**src/rtl/byte_mem_ctrl_if.sv**
```systemverilog
// Request, write-data, read-data, response and memory-beat signals
// shared by the burst sequencer and its neighbours.
interface byte_mem_ctrl_if #(
    parameter int ADDR_SIZE  = 32,
    parameter int WORD_SIZE  = 32,
    parameter int STRB_BITS  = 4,
    parameter int BURST_BITS = 2
);
    logic                  reqValid;
    logic                  reqReady;
    logic [ADDR_SIZE-1:0]  reqAddr;
    logic                  reqWr;
    logic [STRB_BITS-1:0]  reqStrb;
    logic [BURST_BITS-1:0] reqBurstLen;
    logic                  wdValid;
    logic                  wdReady;
    logic [WORD_SIZE-1:0]  wdData;
    logic                  rdValid;
    logic [WORD_SIZE-1:0]  rdData;
    logic                  respValid;
    logic                  respErr;
    logic [ADDR_SIZE-1:0]  memAddr;
    logic [WORD_SIZE-1:0]  memDataIn;
    logic [STRB_BITS-1:0]  memStrb;
    logic                  memWr;
    logic                  memReq;
    logic                  memBusy;
    logic [WORD_SIZE-1:0]  memDataOut;

    modport slave (
        input  reqValid, reqAddr, reqWr, reqStrb, reqBurstLen,
        input  wdValid, wdData, memBusy, memDataOut,
        output reqReady, wdReady, rdValid, rdData,
        output respValid, respErr,
        output memAddr, memDataIn, memStrb, memWr, memReq
    );

    modport master (
        output reqValid, reqAddr, reqWr, reqStrb, reqBurstLen,
        output wdValid, wdData, memBusy, memDataOut,
        input  reqReady, wdReady, rdValid, rdData,
        input  respValid, respErr,
        input  memAddr, memDataIn, memStrb, memWr, memReq
    );
endinterface

```
**src/rtl/byte_mem_ctrl.sv**
```systemverilog
// Burst request sequencer in front of the banked byte memory:
// one memory beat per word, single response pulse per burst.
module byte_mem_ctrl #(
    parameter int ADDR_SIZE      = 32,
    parameter int WORD_SIZE      = 32,
    parameter int STRB_BITS      = 4,
    parameter int BURST_BITS     = 2,
    parameter int TIMEOUT_CYCLES = 16,
    parameter int TIMEOUT_BITS   = 5
) (
    input  logic           i_clk,
    input  logic           i_reset,
    byte_mem_ctrl_if.slave io_bus
);
    typedef enum logic [2:0] {
        IDLE, ISSUE, WAIT_BUSY, WAIT_DONE, RECOVER, RESP
    } state_t;

    state_t                r_state;
    logic                  r_reqReady;
    logic                  r_rdValid;
    logic                  r_respValid;
    logic                  r_respErr;
    logic                  r_wr;
    logic [ADDR_SIZE-1:0]  r_addr;
    logic [WORD_SIZE-1:0]  r_dataIn;
    logic [WORD_SIZE-1:0]  r_rdData;
    logic [STRB_BITS-1:0]  r_strb;
    logic [BURST_BITS:0]   r_beats;
    logic [TIMEOUT_BITS-1:0] r_tmo;

    logic w_issue;
    logic w_wdHs;
    logic w_last;
    logic w_tmoHit;

    assign w_issue  = (r_state == ISSUE);
    assign w_wdHs   = w_issue & r_wr & io_bus.wdValid;
    assign w_last   = (r_beats == (BURST_BITS+1)'(1));
    assign w_tmoHit = (r_tmo == TIMEOUT_BITS'(TIMEOUT_CYCLES - 1));

    // A write beat is only requested once its data is actually present.
    assign io_bus.memReq    = w_issue & (~r_wr | io_bus.wdValid);
    assign io_bus.wdReady   = w_wdHs;
    assign io_bus.reqReady  = r_reqReady;
    assign io_bus.rdValid   = r_rdValid;
    assign io_bus.rdData    = r_rdData;
    assign io_bus.respValid = r_respValid;
    assign io_bus.respErr   = r_respErr;
    assign io_bus.memAddr   = r_addr;
    assign io_bus.memDataIn = r_dataIn;
    assign io_bus.memStrb   = r_strb;
    assign io_bus.memWr     = r_wr;

    always_ff @(posedge i_clk) begin
        if (i_reset) begin
            r_state     <= IDLE;
            r_reqReady  <= 1'b1;
            r_rdValid   <= 1'b0;
            r_respValid <= 1'b0;
            r_respErr   <= 1'b0;
            r_wr        <= 1'b0;
            r_addr      <= '0;
            r_dataIn    <= '0;
            r_rdData    <= '0;
            r_strb      <= '0;
            r_beats     <= '0;
            r_tmo       <= '0;
        end else begin
            r_rdValid   <= 1'b0;
            r_respValid <= 1'b0;
            unique case (r_state)
                IDLE: begin
                    if (io_bus.reqValid) begin
                        r_addr     <= {io_bus.reqAddr[ADDR_SIZE-1:2], 2'b00};
                        r_wr       <= io_bus.reqWr;
                        r_strb     <= io_bus.reqWr ? io_bus.reqStrb : '1;
                        r_beats    <= (BURST_BITS+1)'(io_bus.reqBurstLen)
                                      + (BURST_BITS+1)'(1);
                        r_respErr  <= 1'b0;
                        r_reqReady <= 1'b0;
                        r_state    <= ISSUE;
                    end
                end
                ISSUE: begin
                    if (!r_wr || io_bus.wdValid) begin
                        if (r_wr) r_dataIn <= io_bus.wdData;
                        r_tmo   <= '0;
                        r_state <= WAIT_BUSY;
                    end
                end
                WAIT_BUSY: begin
                    if (io_bus.memBusy) begin
                        r_tmo   <= '0;
                        r_state <= WAIT_DONE;
                    end else if (w_tmoHit) begin
                        r_respValid <= 1'b1;
                        r_respErr   <= 1'b1;
                        r_state     <= RESP;
                    end else begin
                        r_tmo <= r_tmo + TIMEOUT_BITS'(1);
                    end
                end
                WAIT_DONE: begin
                    if (!io_bus.memBusy) begin
                        if (!r_wr) begin
                            r_rdData  <= io_bus.memDataOut;
                            r_rdValid <= 1'b1;
                        end
                        r_addr  <= r_addr + ADDR_SIZE'(4);
                        r_beats <= r_beats - (BURST_BITS+1)'(1);
                        if (w_last) begin
                            r_respValid <= 1'b1;
                            r_state     <= RESP;
                        end else begin
                            r_state <= RECOVER;
                        end
                    end else if (w_tmoHit) begin
                        r_respValid <= 1'b1;
                        r_respErr   <= 1'b1;
                        r_state     <= RESP;
                    end else begin
                        r_tmo <= r_tmo + TIMEOUT_BITS'(1);
                    end
                end
                RECOVER: r_state <= ISSUE;
                RESP: begin
                    r_reqReady <= 1'b1;
                    r_state    <= IDLE;
                end
                default: r_state <= IDLE;
            endcase
        end
    end
endmodule

```
**src/flat_wrapper.sv**
```systemverilog
// flat-port wrapper written by rule: the top's interface ports become plain ports
module byte_mem_ctrl_flat 
#(
    parameter int ADDR_SIZE      = 32,
    parameter int WORD_SIZE      = 32,
    parameter int STRB_BITS      = 4,
    parameter int BURST_BITS     = 2,
    parameter int TIMEOUT_CYCLES = 16,
    parameter int TIMEOUT_BITS   = 5
)
  (i_clk, i_reset, io_bus_reqValid, io_bus_reqAddr, io_bus_reqWr, io_bus_reqStrb, io_bus_reqBurstLen, io_bus_wdValid, io_bus_wdData, io_bus_memBusy, io_bus_memDataOut, io_bus_reqReady, io_bus_wdReady, io_bus_rdValid, io_bus_rdData, io_bus_respValid, io_bus_respErr, io_bus_memAddr, io_bus_memDataIn, io_bus_memStrb, io_bus_memWr, io_bus_memReq);
  byte_mem_ctrl_if #(.ADDR_SIZE(ADDR_SIZE), .WORD_SIZE(WORD_SIZE), .STRB_BITS(STRB_BITS), .BURST_BITS(BURST_BITS)) io_bus_i ();
  input  logic i_clk;
  input  logic i_reset;
  input wire logic [$bits(io_bus_i.reqValid)-1:0] io_bus_reqValid;
  input wire logic [$bits(io_bus_i.reqAddr)-1:0] io_bus_reqAddr;
  input wire logic [$bits(io_bus_i.reqWr)-1:0] io_bus_reqWr;
  input wire logic [$bits(io_bus_i.reqStrb)-1:0] io_bus_reqStrb;
  input wire logic [$bits(io_bus_i.reqBurstLen)-1:0] io_bus_reqBurstLen;
  input wire logic [$bits(io_bus_i.wdValid)-1:0] io_bus_wdValid;
  input wire logic [$bits(io_bus_i.wdData)-1:0] io_bus_wdData;
  input wire logic [$bits(io_bus_i.memBusy)-1:0] io_bus_memBusy;
  input wire logic [$bits(io_bus_i.memDataOut)-1:0] io_bus_memDataOut;
  output wire logic [$bits(io_bus_i.reqReady)-1:0] io_bus_reqReady;
  output wire logic [$bits(io_bus_i.wdReady)-1:0] io_bus_wdReady;
  output wire logic [$bits(io_bus_i.rdValid)-1:0] io_bus_rdValid;
  output wire logic [$bits(io_bus_i.rdData)-1:0] io_bus_rdData;
  output wire logic [$bits(io_bus_i.respValid)-1:0] io_bus_respValid;
  output wire logic [$bits(io_bus_i.respErr)-1:0] io_bus_respErr;
  output wire logic [$bits(io_bus_i.memAddr)-1:0] io_bus_memAddr;
  output wire logic [$bits(io_bus_i.memDataIn)-1:0] io_bus_memDataIn;
  output wire logic [$bits(io_bus_i.memStrb)-1:0] io_bus_memStrb;
  output wire logic [$bits(io_bus_i.memWr)-1:0] io_bus_memWr;
  output wire logic [$bits(io_bus_i.memReq)-1:0] io_bus_memReq;
  assign io_bus_i.reqValid = io_bus_reqValid;
  assign io_bus_i.reqAddr = io_bus_reqAddr;
  assign io_bus_i.reqWr = io_bus_reqWr;
  assign io_bus_i.reqStrb = io_bus_reqStrb;
  assign io_bus_i.reqBurstLen = io_bus_reqBurstLen;
  assign io_bus_i.wdValid = io_bus_wdValid;
  assign io_bus_i.wdData = io_bus_wdData;
  assign io_bus_i.memBusy = io_bus_memBusy;
  assign io_bus_i.memDataOut = io_bus_memDataOut;
  assign io_bus_reqReady = io_bus_i.reqReady;
  assign io_bus_wdReady = io_bus_i.wdReady;
  assign io_bus_rdValid = io_bus_i.rdValid;
  assign io_bus_rdData = io_bus_i.rdData;
  assign io_bus_respValid = io_bus_i.respValid;
  assign io_bus_respErr = io_bus_i.respErr;
  assign io_bus_memAddr = io_bus_i.memAddr;
  assign io_bus_memDataIn = io_bus_i.memDataIn;
  assign io_bus_memStrb = io_bus_i.memStrb;
  assign io_bus_memWr = io_bus_i.memWr;
  assign io_bus_memReq = io_bus_i.memReq;
  byte_mem_ctrl #(.ADDR_SIZE(ADDR_SIZE), .WORD_SIZE(WORD_SIZE), .STRB_BITS(STRB_BITS), .BURST_BITS(BURST_BITS), .TIMEOUT_CYCLES(TIMEOUT_CYCLES), .TIMEOUT_BITS(TIMEOUT_BITS)) u_core (.i_clk(i_clk), .i_reset(i_reset), .io_bus(io_bus_i));
endmodule
```
**config.mk**
```make
export PLATFORM = sky130hd
export DESIGN_NAME = byte_mem_ctrl_flat
export DESIGN_NICKNAME = d
export VERILOG_FILES = /design/src/rtl/byte_mem_ctrl_if.sv /design/src/rtl/byte_mem_ctrl.sv /design/src/flat_wrapper.sv
export SDC_FILE = /design/constraint.sdc
export NUM_CORES = 1
export LEC_CHECK = 0
export BUFFER_PORTS_ARGS = -buffer_cell sky130_fd_sc_hd__buf_2
export CAP_MARGIN = 20
export CORE_MARGIN = 10
export CORE_UTILIZATION = 52
export DETAILED_ROUTE_END_ITERATION = 7
export PLACE_DENSITY = 0.84
export SYNTH_ARGS = -nofsm -noshare
export SYNTH_HDL_FRONTEND = slang
export SYNTH_SLANG_ARGS = --single-unit
```
**constraint.sdc**
```tcl
create_clock -name i_clk -period 4.65 [get_ports i_clk]
set_input_delay 0.2325 -clock i_clk [delete_from_list [all_inputs] [get_ports i_clk]]
set_output_delay 0.2325 -clock i_clk [all_outputs]
set_load 0.01 [all_outputs]
```
# --- Yosys cells after proc, flatten, opt, wreduce, memory -nomap -nowiden ---
# Index checks and enable logic that the tools add are counted.
word_totals:
  reg_bits: 116
  word_cells: 82
classes:
  add_sub_neg: 4
  n_eq_ne: 12
  muxes: 31
  bitwise_logic: 7
  n_reduce_logical: 16
op_table:
  columns: ["operator", "n"]
  rows:
  - ["$mux W32", 2]
  - ["$pmux W32 S2", 1]
  - ["$add A32 B3 Y32 const B", 1]
  - ["$mux W3", 7]
  - ["$mux W5", 4]
  - ["$pmux W3 S5", 1]
  - ["$pmux W5 S3", 1]
  - ["$reduce_and A3 Y1", 4]
  - ["$mux W1", 10]
  - ["$ne A2 B2 Y1 const B", 5]
  - ["$eq A3 B1 Y1 const B", 2]
  - ["$eq A3 B2 Y1 const B", 2]
  - ["$eq A3 B3 Y1 const B", 2]
  - ["$pmux W3 S2", 1]
  - ["$reduce_and A2 Y1", 3]
  - ["$reduce_bool A3 Y1", 2]
  - ["$add A5 B1 Y5 const B", 1]
  - ["$eq A5 B4 Y1 const B", 1]
  - ["$mux W4", 1]
  - ["$pmux W1 S2", 2]
  - ["$reduce_and A4 Y1", 1]
  - ["$reduce_bool A2 Y1", 2]
  - ["$add A2 B1 Y3 const B", 1]
  - ["$and A1 B1 Y1", 3]
  - ["other kinds (8)", 10]

# --- Longest topological paths before layout ---
depth:
  ltp_word: 4
  mapped_depth: 8
  depth_no_buf: 7

# --- Least setup slack after synthesis ---
# Ideal clock, no wire load.
synth_timing:
  path_kind: "register to register"
  start: "reg u_core.r_addr[2], in the netlist u_core.io_bus.memAddr[2]"
  end: "reg u_core.r_addr[18], in the netlist u_core.io_bus.memAddr[18]"
  setup_ns: 0.117
  arrival_ns: 1.781
  setup_slack_ns: 2.752
  stages_incl_launch_ff: 7
  path_buffers: 0
  path_cell_list: "dfxtp_1 > ha_1 > and4_1 > nand2_1 > nor4_1 > o21ai_0 > a32o_1"
synth_between:
  elab_chain_cells: 3
synth_rtl:
  columns: ["item", "line_no", "source"]
  rows:
  - ["start, declared", "byte_mem_ctrl.sv:25", "logic [ADDR_SIZE-1:0] r_addr;"]
  - ["start signal, assigned", "byte_mem_ctrl.sv:75", "r_addr <= {io_bus.reqAddr[ADDR_SIZE-1:2], 2'b00};"]
  - ["start signal, assigned", "byte_mem_ctrl.sv:110", "r_addr <= r_addr + ADDR_SIZE'(4);"]
  - ["$add A32 B3 Y32", "byte_mem_ctrl.sv:110", null]
  - ["$mux W32", "byte_mem_ctrl.sv:105", "if (!io_bus.memBusy) begin"]
  - ["$pmux W32 S2", "byte_mem_ctrl.sv:72", "unique case (r_state)"]
# No other way between the ends. The select of a mux whose other input is x is not followed.
# A chain may end at the register's enable or synchronous reset.

# --- Final worst setup path ---
layout_timing:
  start: "reg u_core.r_state[0]"
  end: "out io_bus_wdReady"
layout_between:
  elab_chain_cells: 3
layout_rtl:
  columns: ["item", "line_no", "source"]
  rows:
  - ["start, declared", "byte_mem_ctrl.sv:19", "state_t r_state;"]
  - ["start signal, assigned", "byte_mem_ctrl.sv:57", "r_state <= IDLE;"]
  - ["start signal, assigned", "byte_mem_ctrl.sv:82", "r_state <= ISSUE;"]
  - ["start signal, assigned", "byte_mem_ctrl.sv:89", "r_state <= WAIT_BUSY;"]
  - ["$eq A3 B1 Y1", "byte_mem_ctrl.sv:37", "assign w_issue = (r_state == ISSUE);"]
  - ["$and A1 B1 Y1 (2 in a row)", "byte_mem_ctrl.sv:38", "assign w_wdHs = w_issue & r_wr & io_bus.wdValid;"]
  - ["end, declared", "flat_wrapper.sv:25", "output wire logic [$bits(io_bus_i.wdReady)-1:0] io_bus_wdReady;"]
# No other way between the ends.

==> results.sh <==
export IMPL_synthTopCellsByCount="nand2_1, dfxtp_1, a21oi_1, nor2_1, clkbuf_1"
export IMPL_final_cells=1078
export IMPL_start_util_pct=53.2
export IMPL_clock_skew_final_ns=0.0110
export IMPL_timing_fmax_ghz=0.321
export IMPL_num_fill_cells=642
export IMPL_yosys_top_cells_area="dfxtp_1, nand2_1, a21oi_1"
export IMPL_synth_seq_cells=114
export IMPL_finalCritPeriodShare_pct=66.9
export IMPL_post_dp_cell_area_um2=6240
export IMPL_synthArstFlopShare_pct=0
export IMPL_cp_start_kind="flop"
export IMPL_grt_pass1_vias=6370
export IMPL_path_buf_inv=3
export IMPL_die_h_um=120
export IMPL_cpPeakStageDelay_ns=0.76
export IMPL_synth_enable_flop_cells=0
export IMPL_grt_first_pass_wirelength_um=31900
export IMPL_power_total_w=0.00296
export IMPL_cpMaxStageDelayCell="inv_1"
export IMPL_nets=1045
export IMPL_critical_path_class="flop to output pin"
export IMPL_die_area_um2=14400
export IMPL_ys_seq_area_share_pct=44.1
export IMPL_wl_per_cell_um=18.5
export IMPL_crit_fanout=33
export IMPL_synthCells=672
export IMPL_dpl_cell_count=973
export IMPL_via_count=6174
export IMPL_grt_max_degree=54
export IMPL_avgSynthCellArea_um2=7.71
export IMPL_drv_slew=0
export IMPL_cts_buffers_inserted=17
export IMPL_areaGrowthSynthToFinish_pct=47.0
export IMPL_pwr_density_cell_nw_per_um2=388
export IMPL_critical_path_cell_chain="nor2b_1, nand4b_1, buf_4, inv_1, buf_2"
export IMPL_clkPwrFrac_pct=47.7
export IMPL_rows=36
export IMPL_synthFlopType="dfxtp_1"
export IMPL_track_usage_pct=26.9
export IMPL_final_layout_size_suffix_gt1_share_pct=27.5
export IMPL_clockBufferDepth=2
export IMPL_intPower_w=0.00216
export IMPL_leakage_nw=3.32
export IMPL_grt_overflow_total=0
export IMPL_netlist_area_leader_share_pct=44.1
export IMPL_setup_viol=0
export IMPL_gp_congestion=0.920
export IMPL_finalHoldViolations=0
export IMPL_drc=0
export IMPL_io_pins=215
export IMPL_via_per_inst=5.73
export IMPL_drtPass1Iterations=5
export IMPL_layout_min_cycle_time_ns=3.11
export IMPL_cp_required_ns=4.42
export IMPL_utilization_pct=78.3
export IMPL_synth_most_common_cell="nand2_1"
export IMPL_die_w_um=120
export IMPL_yosys_warnings=0
export IMPL_endpoint_kind="output pin"
export IMPL_antenna_found_initial=0
export IMPL_peakVddDrop_mv=0.303
export IMPL_ys_types=61
export IMPL_yosysTopAreaCell="dfxtp_1"
export IMPL_final_cell_area_um2=7610
export IMPL_slew_headroom_pct=33.6
export IMPL_clkTransAtPathRegs_ns=0.06
export IMPL_rsz0062_at_grt="no"
export IMPL_syn_area_um2=5180
export IMPL_detail_route_antenna_nets=0
export IMPL_power_frac_seq_pct=37.5
export IMPL_drt_iter0_markers=569
export IMPL_worst_pin_slew_ns=0.996
export IMPL_cp_top_family="buffers and inverters"
export IMPL_setup_tns_ns=0
export IMPL_cts_sinks=114
export IMPL_r2r_slack_ns=1.97
export IMPL_cts_root_buf="clkbuf_8"
export IMPL_power_frac_comb_pct=14.8
export IMPL_min_path_type="primary input to flop"
export IMPL_portBuffers=210
export IMPL_dp_hpwl_um=12800
export IMPL_n_antenna_cell=0
export IMPL_core_um2=9730
export IMPL_cp_arrival_ns=2.88
export IMPL_maxCapViolCount=0
export IMPL_tritoncts="built"
export IMPL_netSwitchingFraction_pct=26.8
export IMPL_status="complete, no violations"
export IMPL_h_tree_depth=4
export IMPL_wl_um=19900
export IMPL_worstSkewPairLatency_ns=0.50
export IMPL_p_sw_w=0.000794
worst paths after layout:
path,to,start,cells after the start
max,io_bus_wdReady,u_core.r_state[0],5
min,u_core.io_bus.memAddr[3],io_bus_reqAddr[3],3
max reg2reg,u_core.io_bus.memStrb[3],u_core.r_state[1],5
min reg2reg,u_core.io_bus.memDataIn[16],u_core.io_bus.memDataIn[16],2
routing by layer:
layer	global-route usage, %	up-vias	wire length, µm	share of wire [%]
met2	46.7	321	9830	49
met5	0	-	0	0
met1	29.2	2919	7500	38
li1	-	2892	-	-
met3	9.75	42	2030	10
met4	10.6	0	559	2.8
registers in the layout, summed over array words and instances, names as in the netlist, 3 cells and up:
name,count
u_core.r_state,3
u_core.io_bus.memDataIn,32
u_core.io_bus.rdData,32
u_core.r_tmo,5
u_core.io_bus.memAddr,30
u_core.io_bus.memStrb,4
u_core.r_beats,3
cell type report:
cell class,count,area [µm²],share of cell area (%)
clock inverter,14,225,2.96
inverter,12,45.0,0.592
sequential,114,2280,30.0
timing repair buffer,287,1820,23.9
clock buffer,18,418,5.49
multi-input combinational,500,2660,34.9
tap,133,166,2.19
worst register-to-register path, cell delays in order (launching register included):
cell           delay (ns)
dfxtp_1              0.46
or3b_4               0.49
nor2_1               0.72
nor2_1               0.12
a311oi_1             0.28
dlygate4sd3_1        0.58
what timing repair did:
item / in CTS / in global routing
endpoints found under the hold margin: 69 / 0
hold buffers: 72 / 0
buffers inserted: 0 / 0
resized for setup: 0 / 0
cell usage in the layout (no fill, tap or decap), types with 9 or more instances in the layout:
| cell | Yosys | layout |
|---|---|---|
| a211oi_1 | 9 | 9 |
| dlygate4sd3_1 | 0 | 72 |
| nor2_1 | 43 | 42 |
| nand3_1 | 26 | 26 |
| nand2_1 | 163 | 163 |
| nand4_1 | 9 | 9 |
| o21ai_0 | 29 | 29 |
| clkbuf_16 | 0 | 16 |
| buf_2 | 6 | 209 |
| dfxtp_1 | 114 | 114 |
| and3_1 | 14 | 14 |
| inv_1 | 12 | 12 |
| a21oi_1 | 89 | 89 |
power groups by stage:
stage	logic [W]	registers, W	clock network [W]
floorplan	0.000217	0.00113	0
global placement	0.000361	0.00112	0
detailed placement	0.000375	0.00113	0
CTS	0.000429	0.00111	0.00142
global route	0.000481	0.00112	0.00147
finish	0.000438	0.00111	0.00141
metrics by stage:
step	setup slack (ns)	hold slack, ns
final	1.54	0.0193
after global routing	1.35	0.00163
after CTS	1.57	0.00351
after detailed placement	2.12	0.445
after global placement	2.19	0.439
after floorplan	2.75	0.341
cells by family (layout without fill, tap and decap cells):
group | count (synthesis) | in the layout | share of synthesized area, %
other | 1 | 2 | 0.0724
multiplexers | 4 | 4 | 0.846
AND/OR/NAND/NOR | 304 | 304 | 27.0
AO/OA/AOI/OAI | 184 | 184 | 21.9
adder cells (fa/ha/maj) | 6 | 6 | 1.40
buffers and inverters | 59 | 331 | 4.71
flip-flops | 114 | 114 | 44.1
No activity file was read; power rests on OpenSTA's default activity.
